**config.mk**
```make
export PLATFORM = sky130hd
export DESIGN_NAME = fifo_wr_arb
export DESIGN_NICKNAME = d
export VERILOG_FILES = /design/src/rtl/fifo_arb_pkg.sv /design/src/rtl/rr_pick.sv /design/src/rtl/fifo_wr_arb.sv
export SDC_FILE = /design/constraint.sdc
export NUM_CORES = 1
export LEC_CHECK = 0
export CAP_MARGIN = 10
export CORE_MARGIN = 5
export CORE_UTILIZATION = 44
export DETAILED_ROUTE_END_ITERATION = 10
export PLACE_DENSITY = 0.88
export RECOVER_POWER = 50
export SLEW_MARGIN = 20
export SYNTH_ARGS = -nofsm -noshare
export SYNTH_HDL_FRONTEND = slang
export SYNTH_SLANG_ARGS = --single-unit
```
**constraint.sdc**
```tcl
create_clock -name clk -period 9 [get_ports clk]
set_input_delay 1.8 -clock clk [delete_from_list [all_inputs] [get_ports clk]]
set_output_delay 1.8 -clock clk [all_outputs]
set_load 0.03 [all_outputs]
```
**src/rtl/fifo_arb_pkg.sv**
```systemverilog
// Shared types and helpers for the FIFO write arbiter (fifo_wr_arb, rr_pick).
// Optional grant statistics are enabled with FIFO_WR_ARB_STATS_EN.
package fifo_arb_pkg;

  typedef enum logic {
    ARB  = 1'b0,
    LOCK = 1'b1
  } state_t;

  localparam int unsigned STAT_W = 16;

  // Index width for v items; never below 1 so single-bit selectors stay legal.
  function automatic int unsigned clog2(input int unsigned v);
    int unsigned r;
    r = 0;
    for (int unsigned i = 0; i < 32; i++) begin
      if ((32'd1 << i) < v) r = i + 1;
    end
    return (r == 0) ? 1 : r;
  endfunction

endpackage

```
**src/rtl/rr_pick.sv**
```systemverilog
// Combinational rotating priority encoder: first set request at or above ptr, wrapping.
module rr_pick
  import fifo_arb_pkg::*;
#(
  parameter int unsigned N     = 4,
  parameter int unsigned IDX_W = clog2(N)
) (
  input  logic [N-1:0]     req,
  input  logic [IDX_W-1:0] ptr,
  output logic [N-1:0]     gnt,
  output logic [IDX_W-1:0] idx,
  output logic             valid
);

  int unsigned k;

  always_comb begin
    gnt   = '0;
    idx   = '0;
    valid = 1'b0;
    k     = 0;
    for (int unsigned i = 0; i < N; i++) begin
      k = (32'(ptr) + i) % N;
      if (!valid && req[k]) begin
        valid  = 1'b1;
        idx    = IDX_W'(k);
        gnt[k] = 1'b1;
      end
    end
  end

endmodule

```
**src/rtl/fifo_wr_arb.sv**
```systemverilog
// Round-robin, burst-locking write arbiter in front of a sync_fifo write port.
// Define FIFO_WR_ARB_STATS_EN to add per-requester saturating grant counters.
module fifo_wr_arb
  import fifo_arb_pkg::*;
#(
  parameter int unsigned N_REQ     = 4,
  parameter int unsigned DATA_W    = 8,
  parameter int unsigned MAX_BURST = 4
) (
  input  logic                       clk,
  input  logic                       rst_n,
  input  logic [N_REQ-1:0]           req,
  input  logic [N_REQ-1:0]           req_last,
  input  logic [N_REQ*DATA_W-1:0]    req_data,
  output logic [N_REQ-1:0]           gnt,
  input  logic                       fifo_full,
  output logic                       fifo_wr,
  output logic [DATA_W-1:0]          fifo_data_in,
  output logic [clog2(N_REQ)-1:0]    owner,
  output logic                       busy
`ifdef FIFO_WR_ARB_STATS_EN
  ,
  input  logic [clog2(N_REQ)-1:0]    stat_sel,
  input  logic                       stat_clr,
  output logic [STAT_W-1:0]          stat_cnt
`endif
);

  localparam int unsigned IDX_W = clog2(N_REQ);
  localparam int unsigned CNT_W = clog2(MAX_BURST + 1);

  state_t             state;
  logic [IDX_W-1:0]   rr_ptr;
  logic [CNT_W-1:0]   beat_cnt;

  logic [N_REQ-1:0]   pick_gnt;
  logic [IDX_W-1:0]   pick_idx;
  logic               pick_valid;
  logic [IDX_W-1:0]   win_idx;
  logic [IDX_W-1:0]   next_ptr;
  logic               burst_end;

  rr_pick #(
    .N     (N_REQ),
    .IDX_W (IDX_W)
  ) u_pick (
    .req   (req),
    .ptr   (rr_ptr),
    .gnt   (pick_gnt),
    .idx   (pick_idx),
    .valid (pick_valid)
  );

  always_comb begin
    gnt = '0;
    if (rst_n && !fifo_full) begin
      if (state == ARB) begin
        if (pick_valid) gnt = pick_gnt;
      end else if (req[owner]) begin
        gnt[owner] = 1'b1;
      end
    end
  end

  always_comb begin
    fifo_data_in = '0;
    for (int unsigned i = 0; i < N_REQ; i++) begin
      if (gnt[i]) fifo_data_in = req_data[i*DATA_W +: DATA_W];
    end
  end

  assign fifo_wr  = |gnt;
  assign win_idx  = (state == ARB) ? pick_idx : owner;
  assign next_ptr = (win_idx == IDX_W'(N_REQ - 1)) ? '0 : win_idx + 1'b1;
  // beat_cnt is 0 in ARB, so this single compare also covers MAX_BURST==1.
  assign burst_end = req_last[win_idx] || (beat_cnt == CNT_W'(MAX_BURST - 1));

  always_ff @(posedge clk or negedge rst_n) begin
    if (!rst_n) begin
      state    <= ARB;
      rr_ptr   <= '0;
      beat_cnt <= '0;
      owner    <= '0;
      busy     <= 1'b0;
    end else if (fifo_wr) begin
      owner <= win_idx;
      if (burst_end) begin
        state    <= ARB;
        rr_ptr   <= next_ptr;
        beat_cnt <= '0;
        busy     <= 1'b0;
      end else begin
        state    <= LOCK;
        beat_cnt <= beat_cnt + 1'b1;
        busy     <= 1'b1;
      end
    end
  end

`ifdef FIFO_WR_ARB_STATS_EN
  logic [STAT_W-1:0] stat_q [N_REQ];

  always_ff @(posedge clk or negedge rst_n) begin
    if (!rst_n) begin
      for (int unsigned i = 0; i < N_REQ; i++) stat_q[i] <= '0;
    end else if (stat_clr) begin
      for (int unsigned i = 0; i < N_REQ; i++) stat_q[i] <= '0;
    end else begin
      for (int unsigned i = 0; i < N_REQ; i++) begin
        if (gnt[i] && stat_q[i] != '1) stat_q[i] <= stat_q[i] + 1'b1;
      end
    end
  end

  assign stat_cnt = (32'(stat_sel) < N_REQ) ? stat_q[stat_sel] : '0;
`endif

endmodule

```
==> results of run 1 <==
==> through the flow <==
| stage | worst slack [ns] | cell area (sq um) | std cells | utilization | total power (uW) |
|---|---|---|---|---|---|
| after floorplan | 2.09 | 1240 | 146 | - | 467 |
| after global placement | 1.76 | 1820 | 227 | 0.665 | 598 |
| after detailed placement | 1.52 | 1820 | 227 | 0.665 | 618 |
| after CTS | 1.53 | 1840 | 230 | 0.674 | 649 |
| after global routing | 0.663 | 1820 | 230 | 0.667 | 693 |
| final | 0.927 | 1820 | 230 | 0.667 | 643 |
==> flip-flops by register name, indices dropped and copies added, names as in the netlist <==
register,count
beat_cnt,3
owner,2
rr_ptr,2
state,1
==> metal layers <==
| layer | global-route usage | part of all wire | wire length [um] | vias up |
|---|---|---|---|---|
| li1 | - | - | - | 666 |
| met1 | 0.237 | 0.39 | 1570 | 656 |
| met2 | 0.360 | 0.50 | 2040 | 92 |
| met3 | 0.0629 | 0.10 | 411 | 4 |
| met4 | 0.0292 | 0.0069 | 28 | 0 |
| met5 | 0 | 0 | 0 | - |
==> kinds of logic after synthesis <==
| group | count (synthesis) | share of synthesized area |
|---|---|---|
| AOI/OAI and AO/OA | 48 | 0.300 |
| xor gates and xnor gates | 1 | 0.00709 |
| and+or+nand+nor | 46 | 0.198 |
| buffers and inverters | 19 | 0.0739 |
| muxes | 15 | 0.168 |
| DFF | 8 | 0.162 |
| adders and majority gates | 9 | 0.0911 |
==> cell usage after synthesis, drive strengths merged (2+ instances only) <==
library cell   n  area share
nand2         14       0.043
nor2          14       0.043
a221oi        11       0.078
inv           10       0.032
o21ai         10       0.040
ha             9       0.091
o31ai          9       0.055
dfrtp          8        0.16
mux2i          8       0.065
a21oi          7       0.028
buf            7       0.035
nand2b         5       0.025
mux4           4       0.073
nor2b          4       0.020
mux2           3       0.030
a22oi          2       0.012
clkbuf         2      0.0061
nand3          2      0.0081
nor4           2       0.022
o32ai          2       0.014
==> critical path, cell delays in order <==
cell and delay [ns]:
dlygate4sd3_1 0.66, mux4_2 0.63, nor3_1 0.55, a211o_2 0.29, nor2_1 0.06, a41oi_1 0.76
inv_4 0.16, nor4_4 0.64, inv_1 0.09, clkdlybuf4s50_1 0.62
==> power breakdown <==
part | internal (uW) | switching [uW] | total, uW
Sequential | 52.9 | 35.5 | 88.4
Combinational | 234 | 293 | 527
Clock | 15.2 | 11.9 | 27.2
Total | 302 | 341 | 643
==> worst min path at each step <==
stage / startpoint / end / slack (ns)
after global routing: beat_cnt[2]$_DFFE_PN0P_ / beat_cnt[2]$_DFFE_PN0P_ / 0.53
after floorplan: beat_cnt[2]$_DFFE_PN0P_ / beat_cnt[2]$_DFFE_PN0P_ / 0.45
after CTS: beat_cnt[1]$_DFFE_PN0P_ / beat_cnt[1]$_DFFE_PN0P_ / 0.50
after global placement: beat_cnt[2]$_DFFE_PN0P_ / beat_cnt[2]$_DFFE_PN0P_ / 0.46
after detailed placement: beat_cnt[2]$_DFFE_PN0P_ / beat_cnt[2]$_DFFE_PN0P_ / 0.49
final: beat_cnt[2]$_DFFE_PN0P_ / beat_cnt[2]$_DFFE_PN0P_ / 0.49
==> cell type report <==
type / instances / area [sq um] / share of cell area
multi-input cells: 119 / 933 / 0.512
well taps: 31 / 38.8 / 0.0213
inverters: 10 / 40.0 / 0.0220
clock buffers: 3 / 22.5 / 0.0124
repair buffers: 59 / 588 / 0.323
flip-flops and latches: 8 / 200 / 0.110
==> results.sh, run 1 <==
export IMPL_status="finished, final reports clean"
export IMPL_grt_pass1_vias=1400
export IMPL_finalHoldViolations=0
export IMPL_dp_hpwl_um=3170
export IMPL_portBuffers=58
export IMPL_clock_sinks=8
export IMPL_die_area_sq_um=3970
export IMPL_drv_cap=0
export IMPL_synth_nets=198
export IMPL_fin_setup_tns_ns=0
export IMPL_ff2ff_setup_slack_ns=4.12
export IMPL_ys_flop_type="dfrtp_1"
export IMPL_final_common_cell="clkdlybuf4s50_1"
export IMPL_ys_ff_latch=8
export IMPL_core_sq_um=2730
export IMPL_drt_wirelength_per_cell_um=17.6
export IMPL_rows=19
export IMPL_clock_fmax_mhz=124
export IMPL_layout_common_cells="clkdlybuf4s50_1, nor2_1, nand2_1"
export IMPL_firstDrtPassIters=4
export IMPL_die_width_um=63.0
export IMPL_cts_tree="built"
export IMPL_ys_types=39
export IMPL_drt_iter0_markers=77
export IMPL_start_util=0.452
export IMPL_rsz0062_at_grt="false"
export IMPL_antenna_found_initial=0
export IMPL_r2r_start="rr_ptr[0]$_DFFE_PN0P_"
export IMPL_via_per_inst=6.17
export IMPL_overflow=0
export IMPL_clkSlewWorstSetupHoldPaths_ns=0.05
export IMPL_detail_route_antenna_nets=0
export IMPL_wl_um=4050
export IMPL_holdBufCountCts=0
export IMPL_synth_seq_area_share=0.162
export IMPL_async_reset_ff_frac=1.00
export IMPL_grt_max_degree=19
export IMPL_cts_max_path_buffers=2
export IMPL_numCtsBuffers=3
export IMPL_power_per_cell_area_nw_per_um2=352
export IMPL_slew_violations=0
export IMPL_start_kind="input port"
export IMPL_clockRootBuffer="clkbuf_4"
export IMPL_post_cts_buffers=0
export IMPL_syn_instance_count=146
export IMPL_die_h_um=63.0
export IMPL_syn_area_per_cell_sq_um=8.47
export IMPL_place_congestion=0.870
export IMPL_drc=0
export IMPL_grt_total_usage=0.201
export IMPL_relSlewSlack=0.320
export IMPL_hold_slack_ns=0.495
export IMPL_synth_edff_count=0
export IMPL_n_fill_cell=229
export IMPL_syn2layout_area_growth_pct=47.5
export IMPL_clk_latency_ns=0.25
export IMPL_min_path_type="reg2reg"
export IMPL_drive_gt1_frac=0.0854
export IMPL_tightest_slew_ns=1.01
export IMPL_cellLeakagePower_uw=0.000725
export IMPL_min_period_ns=8.07
export IMPL_reg2reg_depth=11
export IMPL_io_pins=59
export IMPL_worst_clock_skew_ns=0.000695
export IMPL_cts_resized=0
export IMPL_crit_fanout=14
export IMPL_ir_drop_uv=257
export IMPL_fin_nets=253
export IMPL_num_vias=1418
export IMPL_htreeDepth=1
export IMPL_diodes=0
export IMPL_yosys_warnings=0
export IMPL_critPathArrivalTime_ns=6.27
export IMPL_path_class="in2out"
export IMPL_finalSetupViolCount=0
export IMPL_r2r_end="rr_ptr[0]$_DFFE_PN0P_"
export IMPL_cp_endpoint="fifo_wr"
export IMPL_worst_hold_path_num_cells=2
export IMPL_worstPathRequired_ns=7.20
export IMPL_grt_pass1_wl_um=6660
export IMPL_syn_area_sq_um=1240
export IMPL_end_kind="primary output"
export IMPL_crit_start="req[3]"
export IMPL_fin_crit_sh=0.897
Note: power is estimated with default switching activity, not from simulation.
==> run 2: changes to the inputs <==
- CAP_MARGIN: 10 -> 0
==> results of run 2 <==
Same layout as run 1: the final DEF is identical, and so are final timing and power.
